$ cat config.mk
export PLATFORM = sky130hd
export DESIGN_NAME = popcount_pipe
export DESIGN_NICKNAME = d
export VERILOG_FILES = /design/src/rtl/popcount_pipe.sv
export SDC_FILE = /design/constraint.sdc
export NUM_CORES = 1
export LEC_CHECK = 0
export CAP_MARGIN = 10
export CORE_UTILIZATION = 47
export DETAILED_ROUTE_END_ITERATION = 10
export HOLD_SLACK_MARGIN = 0.05
export MAX_ROUTING_LAYER = met4
export PLACE_DENSITY = 0.79
export SLEW_MARGIN = 25
export SYNTH_ARGS = -nofsm -noshare
export SYNTH_HDL_FRONTEND = slang
export SYNTH_SLANG_ARGS = --single-unit
$ cat constraint.sdc
create_clock -name clk -period 1.7 [get_ports clk]
set_clock_uncertainty 0.1 [all_clocks]
set_input_delay 0.34 -clock clk [delete_from_list [all_inputs] [get_ports clk]]
set_output_delay 0.34 -clock clk [all_outputs]
set_load 0.1 [all_outputs]
$ cat src/rtl/popcount_pipe.sv
// popcount_pipe
// -------------
// Pipelined population count for a WIDTH-bit word. The count is built by a
// pairwise adder tree with one register per tree level; the last tree level
// is the output register, so a word accepted on edge n is presented from
// edge n+LEVELS-1 onward (no stalls). A valid/ready handshake provides full
// backpressure: while a result sits unconsumed the whole pipeline freezes.
//
// Optional accumulate mode is compiled in when POPCOUNT_PIPE_ACC_EN is
// defined. Groups of in_mode=1 beats are summed into a saturating
// ACC_W-bit accumulator and one result is emitted on the in_last beat.
// Without the macro, in_mode/in_last are ignored and out_ovf is tied low.
//
// Parameters:
//   WIDTH  input word width, power of two, >= 2
//   ACC_W  result/accumulator width, must be >= $clog2(WIDTH)+1
//
// Ports:
//   clk        sole clock, rising edge
//   rst_n      asynchronous active-low reset
//   in_valid   input word valid
//   in_ready   block can accept a word this cycle
//   in_data    word to count
//   in_mode    0 = per-word count, 1 = accumulate
//   in_last    final word of an accumulate group
//   out_valid  result valid
//   out_ready  downstream accepts result
//   out_data   result (zero-extended count in per-word mode)
//   out_ovf    accumulate group saturated

module popcount_pipe #(
  parameter int WIDTH = 64,
  parameter int ACC_W = 16
) (
  input  logic             clk,
  input  logic             rst_n,
  input  logic             in_valid,
  output logic             in_ready,
  input  logic [WIDTH-1:0] in_data,
  input  logic             in_mode,
  input  logic             in_last,
  output logic             out_valid,
  input  logic             out_ready,
  output logic [ACC_W-1:0] out_data,
  output logic             out_ovf
);

  localparam int LEVELS = $clog2(WIDTH);
  localparam int OUT_W  = LEVELS + 1;

  // The whole pipe moves together; a held result freezes every stage so no
  // bubbles are collapsed and ordering is trivially preserved.
  logic stall;
  logic advance;

  assign stall    = out_valid && !out_ready;
  assign advance  = !stall;
  assign in_ready = !stall;

  // Tree levels 1 .. LEVELS-1. Level k holds WIDTH>>k sums of k+1 bits.
  for (genvar k = 1; k < LEVELS; k++) begin : g_lvl
    localparam int N = WIDTH >> k;

    logic [k:0] sum_d [N];
    logic [k:0] sum_q [N];
    logic       prv_vld;
    logic       vld_q;
`ifdef POPCOUNT_PIPE_ACC_EN
    logic       prv_mode;
    logic       prv_last;
    logic       mode_q;
    logic       last_q;
`endif

    if (k == 1) begin : g_src
      for (genvar i = 0; i < N; i++) begin : g_add
        assign sum_d[i] = {1'b0, in_data[2*i]} + {1'b0, in_data[2*i+1]};
      end
      assign prv_vld = in_valid;
`ifdef POPCOUNT_PIPE_ACC_EN
      assign prv_mode = in_mode;
      assign prv_last = in_last;
`endif
    end else begin : g_src
      for (genvar i = 0; i < N; i++) begin : g_add
        assign sum_d[i] = {1'b0, g_lvl[k-1].sum_q[2*i]}
                        + {1'b0, g_lvl[k-1].sum_q[2*i+1]};
      end
      assign prv_vld = g_lvl[k-1].vld_q;
`ifdef POPCOUNT_PIPE_ACC_EN
      assign prv_mode = g_lvl[k-1].mode_q;
      assign prv_last = g_lvl[k-1].last_q;
`endif
    end

    always_ff @(posedge clk or negedge rst_n) begin
      if (!rst_n) begin
        vld_q <= 1'b0;
`ifdef POPCOUNT_PIPE_ACC_EN
        mode_q <= 1'b0;
        last_q <= 1'b0;
`endif
        for (int i = 0; i < N; i++) sum_q[i] <= '0;
      end else if (advance) begin
        vld_q <= prv_vld;
`ifdef POPCOUNT_PIPE_ACC_EN
        mode_q <= prv_mode;
        last_q <= prv_last;
`endif
        for (int i = 0; i < N; i++) sum_q[i] <= sum_d[i];
      end
    end
  end

  // Inputs to the final level: either straight from the word (WIDTH=2) or
  // from the last tree register.
  logic             fin_vld;
  logic [OUT_W-1:0] fin_count;
`ifdef POPCOUNT_PIPE_ACC_EN
  logic             fin_mode;
  logic             fin_last;
`endif

  if (LEVELS == 1) begin : g_fin_direct
    assign fin_vld   = in_valid;
    assign fin_count = OUT_W'(in_data[0]) + OUT_W'(in_data[1]);
`ifdef POPCOUNT_PIPE_ACC_EN
    assign fin_mode  = in_mode;
    assign fin_last  = in_last;
`endif
  end else begin : g_fin_tree
    assign fin_vld   = g_lvl[LEVELS-1].vld_q;
    assign fin_count = OUT_W'(g_lvl[LEVELS-1].sum_q[0])
                     + OUT_W'(g_lvl[LEVELS-1].sum_q[1]);
`ifdef POPCOUNT_PIPE_ACC_EN
    assign fin_mode  = g_lvl[LEVELS-1].mode_q;
    assign fin_last  = g_lvl[LEVELS-1].last_q;
`endif
  end

  logic             fin_emit;
  logic [ACC_W-1:0] fin_result;

`ifdef POPCOUNT_PIPE_ACC_EN
  logic [ACC_W-1:0] acc_q;
  logic             sticky_q;
  logic [ACC_W:0]   acc_sum;
  logic             acc_sat;
  logic [ACC_W-1:0] acc_val;

  // One extra bit on the add catches saturation directly.
  assign acc_sum = {1'b0, acc_q} + (ACC_W+1)'(fin_count);
  assign acc_sat = acc_sum[ACC_W];
  assign acc_val = acc_sat ? '1 : acc_sum[ACC_W-1:0];

  // Non-last accumulate beats are absorbed and leave a bubble at the output.
  assign fin_emit   = fin_vld && (!fin_mode || fin_last);
  assign fin_result = fin_mode ? acc_val : ACC_W'(fin_count);

  // Accumulator and sticky overflow move only with the pipe. Per-word beats
  // in the middle of a group leave them alone; the last beat clears them in
  // the same edge that loads the group result.
  always_ff @(posedge clk or negedge rst_n) begin
    if (!rst_n) begin
      acc_q    <= '0;
      sticky_q <= 1'b0;
      out_ovf  <= 1'b0;
    end else if (advance) begin
      if (fin_vld && fin_mode && !fin_last) begin
        acc_q    <= acc_val;
        sticky_q <= sticky_q || acc_sat;
      end else if (fin_vld && fin_mode) begin
        acc_q    <= '0;
        sticky_q <= 1'b0;
        out_ovf  <= sticky_q || acc_sat;
      end else if (fin_vld) begin
        out_ovf  <= 1'b0;
      end
    end
  end
`else
  logic unused_sideband;

  assign unused_sideband = in_mode ^ in_last;
  assign fin_emit        = fin_vld;
  assign fin_result      = ACC_W'(fin_count);
  assign out_ovf         = 1'b0;
`endif

  // Output register: this is tree level LEVELS.
  always_ff @(posedge clk or negedge rst_n) begin
    if (!rst_n) begin
      out_valid <= 1'b0;
      out_data  <= '0;
    end else if (advance) begin
      out_valid <= fin_emit;
      if (fin_emit) out_data <= fin_result;
    end
  end

endmodule

==> results of run 1 <==
registers in the layout (all words and copies together), names as in the netlist:
register     flops
fin_emit         1
g_lvl.sum_q    176
g_lvl.vld_q      4
out_data         7
out_valid        1
layout make-up:
class	instances	area, µm²	area share [%]
Clock inverter	9	111	0.946
Inverter	89	342	2.90
Tap cell	270	338	2.87
Sequential cell	189	4730	40.2
Clock buffer	23	478	4.06
Timing Repair Buffer	115	1290	10.9
Multi-Input combinational cell	678	4480	38.1
power breakdown:
part	internal (µW)	switching, µW
Combinational	4800	5780
Clock	2280	1650
Sequential	6510	1270
Total	13600	8700
routing by layer:
layer | vias up | wire [µm] | track usage, %
met3 | 22 | 471 | 3.54
met5 | - | 0 | -
met1 | 3208 | 7570 | 21.7
met2 | 89 | 8290 | 29.6
li1 | 3360 | - | -
met4 | 0 | 255 | 5.79
worst max-delay path, delay by kind of cell (launching register included):
family / cells / cell delay [ns]
and+or+nand+nor: 2 / 0.35
AOI/OAI and AO/OA: 2 / 0.34
buffers and inverters: 1 / 0.05
DFF: 1 / 0.40
adders and majority gates: 2 / 0.39
through the flow:
| step | TNS, ns | total power [µW] |
|---|---|---|
| 2_1_floorplan | -0.0107 | 15000 |
| 3_3_place_gp | -3.86 | 17400 |
| 3_5_place_dp | -4.93 | 17900 |
| 4_1_cts | -0.0960 | 22300 |
| 5_1_grt | -0.286 | 24300 |
| 6_report | -0.0776 | 22300 |
final timing paths:
kind	endpoint
max reg2reg	g_lvl[5].sum_q[4]
min in group clk	g_lvl[1].vld_q
min	g_lvl[1].sum_q[22]
min reg2reg	g_lvl[1].sum_q[30]
max	g_lvl[5].sum_q[4]
max in group asynchronous	g_lvl[2].sum_q[6]
synth_stat cells, types with 2 or more instances:
| cell type | number |
|---|---|
| ha_1 | 104 |
| a31o_1 | 2 |
| clkbuf_1 | 10 |
| nand2_1 | 250 |
| nand2b_1 | 2 |
| nor2_1 | 77 |
| o21ai_0 | 52 |
| or3_1 | 2 |
| a22o_1 | 2 |
| dfrtp_1 | 189 |
| fa_1 | 31 |
| inv_1 | 88 |
| nor3_1 | 2 |
| nor2b_1 | 4 |
| xnor2_1 | 5 |
| o21a_1 | 2 |
| a21oi_1 | 86 |
| xor2_1 | 16 |
| buf_4 | 11 |
| a211oi_1 | 3 |
| o31ai_1 | 3 |
| and2_2 | 2 |
| a21o_1 | 16 |
| and2_1 | 2 |
| buf_2 | 29 |
what timing repair did:
action / CTS / global route
pin swaps: 8 / 6
gates cloned: 0 / 0
setup endpoints to repair: 6 / 25
hold buffers: 1 / 0
setup buffers: 8 / 2
hold endpoints to repair: 44 / 0
resized for setup: 7 / 12
kinds of logic after synthesis:
group,Yosys count
xor gates and xnor gates,21
and+or+nand+nor,343
muxes,1
other,1
adders and majority gates,135
DFF,189
AOI/OAI and AO/OA,168
buffers and inverters,140
==> key figures, run 1 <==
Outcome
  • Status: complete, but fails checks
  • Violated checks: setup timing

Clock network
  • CTS H-tree lvls: 4
  • Worst-case clock buffer depth: 2
  • TritonCTS buffer count: 17
  • Sink Count: 189
  • Clock Latency Late Sink: 0.43 ns
  • Root Driver: clkbuf_16
  • Worst-path clk slew: 0.06 ns
  • TritonCTS clock tree: built

Hold path
  • Hold Crit Class: primary input to async pin

Setup path
  • R2R setup slack: -0.04 ns
  • Crit path cell chain: ha_2 -> inv_2 -> fa_2 -> nor2b_1 -> o21a_1 -> or3_1 -> a31o_1
  • Critical Path RT: 1.92 ns
  • CP max FO: 2
  • Slowest-stage cell, CP: dfrtp_1
  • Critical Path Start: g_lvl[4].sum_q[5]
  • WS Path Type: register to register
  • R2R depth: 7
  • Startpoint types: register
  • Reg-to-reg startpoint: g_lvl[4].sum_q[5]
  • Setup crit end kind: register
  • Worst stage delay on the critical path: 0.40 ns
  • Critical path arrival: 1.96 ns

Final layout
  • Filler cell count: 1686
  • Commonest non-fill, non-tap cell in the layout: nand2_1
  • Antenna Cells: 0
  • Utilization of the core after routing: 58.2%
  • Nets: 1295
  • Design Area, Final: 11800 µm²
  • Share of cells above drive strength 1: 9.43%
  • Highest-count cells in the layout ignoring fill and taps: nand2_1 (250), dfrtp_1 (188), ha_1 (101)
  • Final std cells w/o fill: 1373
  • Area grow syn2layout: 21.1%

Synthesis
  • Largest family of logic cells by synthesized area: adder cells
  • Cells after synthesis: 998
  • Synth Area in XOR/XNOR: 1.89%
  • Complex-gate fraction of the synthesized area: 9.53%
  • Syn Area/Cell: 9.74 µm²
  • Post-synth top area cell: dfrtp_1
  • Ys Warns: 0
  • Sequential fraction of the synthesis area: 48.7%
  • Mux share of post-synthesis cell area: 0.116%
  • Simple-gate share of the synthesized area: 13.7%
  • Area share of fa/ha/maj cells after synthesis: 19.8%
  • Post-synth EDFFs: 0
  • Cell variety after synth: 33
  • Yosys reg bits: 189
  • Post-Synthesis Cell Area: 9720 µm²
  • Synth Flop Type: dfrtp_1
  • FFs w/ async S/R, synth: 100%
  • Synth area leaders: dfrtp_1 (49%), ha_1 (13%), nand2_1 (9.7%)
  • Share of the synthesized area in the top cell type: 48.7%

Timing
  • RSZ-0062 raised after global routing: true
  • Worst setup margin: -0.0392 ns
  • Fmax: 0.575 GHz
  • Hold Slack: 0.322 ns
  • Slew Viols, Final: 0
  • Setup violators final: 3
  • Final min period: 1.74 ns
  • Period Utilization, post-route: 102%
  • Final Hold Fails: 0

GRT
  • First-pass GRT wire length: 30000 µm
  • Antenna violations before repair: 0
  • Vias in the first global route: 6842
  • Grt total ovfl: 0
  • GRT Overall Usage: 17.8%
  • Largest net degree at the start of global routing: 71

Floorplan
  • I/O pin total: 89
  • Die area: 21300 µm²
  • Core ar.: 20200 µm²
  • Initial Util: 48.0%
  • Die width: 146 µm
  • Die extent in y: 146 µm
  • Row Count: 52

Power and ir drop
  • P_leak: 0.00583 µW
  • PwrDens: 1890 nW/µm²
  • Maximum VDD drop: 0.000856 V

Routing
  • Via count: 6679
  • Avg WL per Cell: 12.1 µm
  • Initial DRC count: 299
  • DRC viols: 0
  • Pre-Repair DR Iteration Count: 4
  • Antenna viol nets, final: 0
  • Routed WL: 16600 µm
  • Vias per std cell: 4.86

Place
  • GPL Wtd Cong: 0.808
  • Buffers on Ports: 76
  • Dpl ws: -0.135 ns
  • Post-DP Area: 11000 µm²
  • Post-Place Cells: 1330
  • Hpwl dp: 11700 µm

Flow run
  • Max-cap violations: 0
No activity file was read; power rests on OpenSTA's default activity.
==> run 2, diff against run 1 <==
Settings changed: ABC_CLOCK_PERIOD_IN_PS set to 1700, CAP_MARGIN 10 to 20.
==> results of run 2 <==
Final layout, timing and power as in run 1 (identical DEF).
==> run 3, diff against run 2 <==
==> constraint.sdc (replaced) <==
create_clock -name clk -period 1.7 [get_ports clk]
set_clock_uncertainty 0.1 [all_clocks]
set_input_delay 0.17 -clock clk [delete_from_list [all_inputs] [get_ports clk]]
set_output_delay 0.17 -clock clk [all_outputs]
set_load 0.1 [all_outputs]
==> run 3 against run 2 <==
The flow still finishes with violations (setup timing). Via count increased by 1.3%. Critical path type unchanged. Maximum frequency up 1.3%. Sequential power hardly changed. Critical path depth did not move. Register-to-register slack better by 0.02 ns. Global-route usage increased by 0.73 points. Worst hold slack worse by 0.15 ns. Clock-buffer cell count fell by 6. Final area is 1.1% higher. Wire length up 6.2%. Combinational power about the same.
==> key figures, run 3 (synthesis results as in run 1) <==
Outcome
  • Status: complete, but fails checks
  • Violated checks: setup timing

Clock network
  • Sink Count: 189
  • TritonCTS buffer count: 17
  • CTS H-tree lvls: 4
  • Clock Latency Late Sink: 0.44 ns
  • TritonCTS clock tree: built
  • Root Driver: clkbuf_16
  • Worst-path clk slew: 0.07 ns
  • Worst-case clock buffer depth: 2

Power and ir drop
  • Gate power share: 47.2%
  • PwrDens: 1910 nW/µm²
  • Cell-internal power: 13800 µW
  • Clock power frac: 18.5%
  • Sw Pwr: 8990 µW
  • Sw Share: 39.5%
  • P_leak: 0.00591 µW
  • Reg power frac: 34.2%
  • Maximum VDD drop: 0.000924 V

GRT
  • Met3 GRT Util: 2.92%
  • Layer with the highest usage: met2
  • First-pass GRT wire length: 31300 µm
  • Antenna violations before repair: 0
  • Largest net degree at the start of global routing: 66
  • GR met1 Demand/Resource: 22.9%
  • Grt total ovfl: 0
  • GRT Overall Usage: 18.5%
  • Met2 Use GR: 30.6%
  • Vias in the first global route: 6990

Timing
  • Period Utilization, post-route: 101%
  • Setup violators final: 2
  • Worst setup margin: -0.0167 ns
  • Slew Viols, Final: 0
  • Fmax: 0.583 GHz
  • RSZ-0062 raised after global routing: true
  • Final Hold Fails: 0
  • Final min period: 1.72 ns

Routing
  • Routed WL: 17600 µm
  • Initial DRC count: 346
  • Via count: 6767
  • DRC viols: 0
  • Avg WL per Cell: 12.8 µm
  • Pre-Repair DR Iteration Count: 5
  • Vias per std cell: 4.91
  • Antenna viol nets, final: 0

Hold path
  • Hold Crit Class: primary input to async pin

Final layout
  • Final std cells w/o fill: 1379
  • Area grow syn2layout: 22.4%
  • Largest register by flop count: g_lvl.sum_q
  • Utilization of the core after routing: 58.8%
  • Antenna Cells: 0
  • Commonest non-fill, non-tap cell in the layout: nand2_1
  • Max FFs per register: 176
  • Share of cells above drive strength 1: 9.65%
  • Regs by FF count: g_lvl.sum_q: 176 flops, out_data: 7 flops, g_lvl.vld_q: 4 flops
  • Nets: 1301
  • Highest-count cells in the layout ignoring fill and taps: nand2_1 (250), dfrtp_1 (188), ha_1 (101)

Setup path
  • WS Path Type: register to register
  • Delay-heaviest family, CP: flip-flops
  • Startpoint types: register
  • Critical path arrival: 1.96 ns
  • Reg-to-reg startpoint: g_lvl[4].sum_q[0]
  • Crit path cell chain: ha_2 -> inv_2 -> fa_2 -> nor2b_1 -> o21a_1 -> or3_1 -> a31o_1
  • Critical Path Start: g_lvl[4].sum_q[0]
  • Slowest-stage cell, CP: dfrtp_1
  • Worst stage delay on the critical path: 0.38 ns
  • CP bufs+invs: 1
  • CP max FO: 2
  • Critical Path RT: 1.94 ns
  • Setup crit end kind: register

Floorplan
  • Core ar.: 20200 µm²
  • Die area: 21300 µm²
  • Row Count: 52
  • Initial Util: 48.0%
  • Die extent in y: 146 µm
  • Die width: 146 µm
  • I/O pin total: 89

Place
  • Hpwl dp: 11700 µm
  • Buffers on Ports: 76
  • GPL Wtd Cong: 0.780
  • Post-Place Cells: 1334

Flow run
  • Max-cap violations: 0
run 3: changes by cell type in the layout (fill, tap and decap cells not counted), moves of 2 or more:
cell,before,now
clkbuf_16,17,19
a21oi_1,83,85
clkbuf_8,4,1
inv_6,0,6
clkinvlp_4,5,2
clkbuf_1,3,0
o31ai_1,0,3
o31ai_2,3,0
a21oi_2,2,0
buf_12,18,22
inv_8,1,3
run 3: layout make-up:
| type | count | area (µm²) |
|---|---|---|
| Timing Repair Buffer | 121 | 1410 |
| Tap cell | 270 | 338 |
| Sequential cell | 189 | 4730 |
| Multi-Input combinational cell | 678 | 4460 |
| Clock inverter | 15 | 198 |
| Fill cell | 1605 | 8330 |
| Inverter | 89 | 342 |
| Clock buffer | 17 | 425 |
run 3: worst reg2reg max path, stage by stage, from the launching register on:
cell and delay (ns):
dfrtp_1 0.38, ha_2 0.19, inv_2 0.05, fa_2 0.19, nor2b_1 0.05, o21a_1 0.17
or3_1 0.31, a31o_1 0.18
run 3: per-stage QoR:
step	hold WS [ns]	setup TNS [ns]	setup slack [ns]	area, µm²	total power [µW]
floorplan	-0.226	0	0.00716	9780	15000
global placement	0.0768	-0.0929	-0.0493	11100	17500
detailed placement	0.0804	-0.343	-0.158	11100	18100
CTS	0.174	-0.0395	-0.0214	11800	22600
global route	0.214	-0.277	-0.111	11900	24700
finish	0.168	-0.0301	-0.0167	11900	22800
run 3: final timing paths:
kind / end / slack, ns / cells after the start
min in group clk: g_lvl[1].vld_q / 0.18 / 3
worst min-delay path: g_lvl[2].sum_q[23] / 0.17 / 2
max in group asynchronous: g_lvl[2].sum_q[6] / 0.70 / 3
worst max-delay path: g_lvl[5].sum_q[4] / -0.02 / 7
worst min register to register: g_lvl[1].vld_q / 0.38 / 2
worst max register to register: g_lvl[5].sum_q[4] / -0.02 / 7
run 3: power by group through the flow:
stage | clock (µW) | sequential, µW | combinational [µW]
CTS | 4300 | 7790 | 10600
global placement | 0 | 7750 | 9740
global route | 4470 | 8020 | 12300
floorplan | 0 | 8100 | 6920
finish | 4220 | 7790 | 10700
detailed placement | 0 | 7860 | 10200
run 3: metal layers:
| metal | wire (µm) | share of wire, % |
|---|---|---|
| met1 | 7980 | 45 |
| met2 | 8810 | 50 |
| met3 | 502 | 2.9 |
| met4 | 316 | 1.8 |
| met5 | 0 | 0 |
run 3: what timing repair did:
action,CTS,global route
cloned,0,2
setup endpoints to repair,5,19
hold buffers,1,0
pin swaps,6,3
buffers inserted,6,4
gates resized for setup,6,8
hold endpoints to repair,171,0
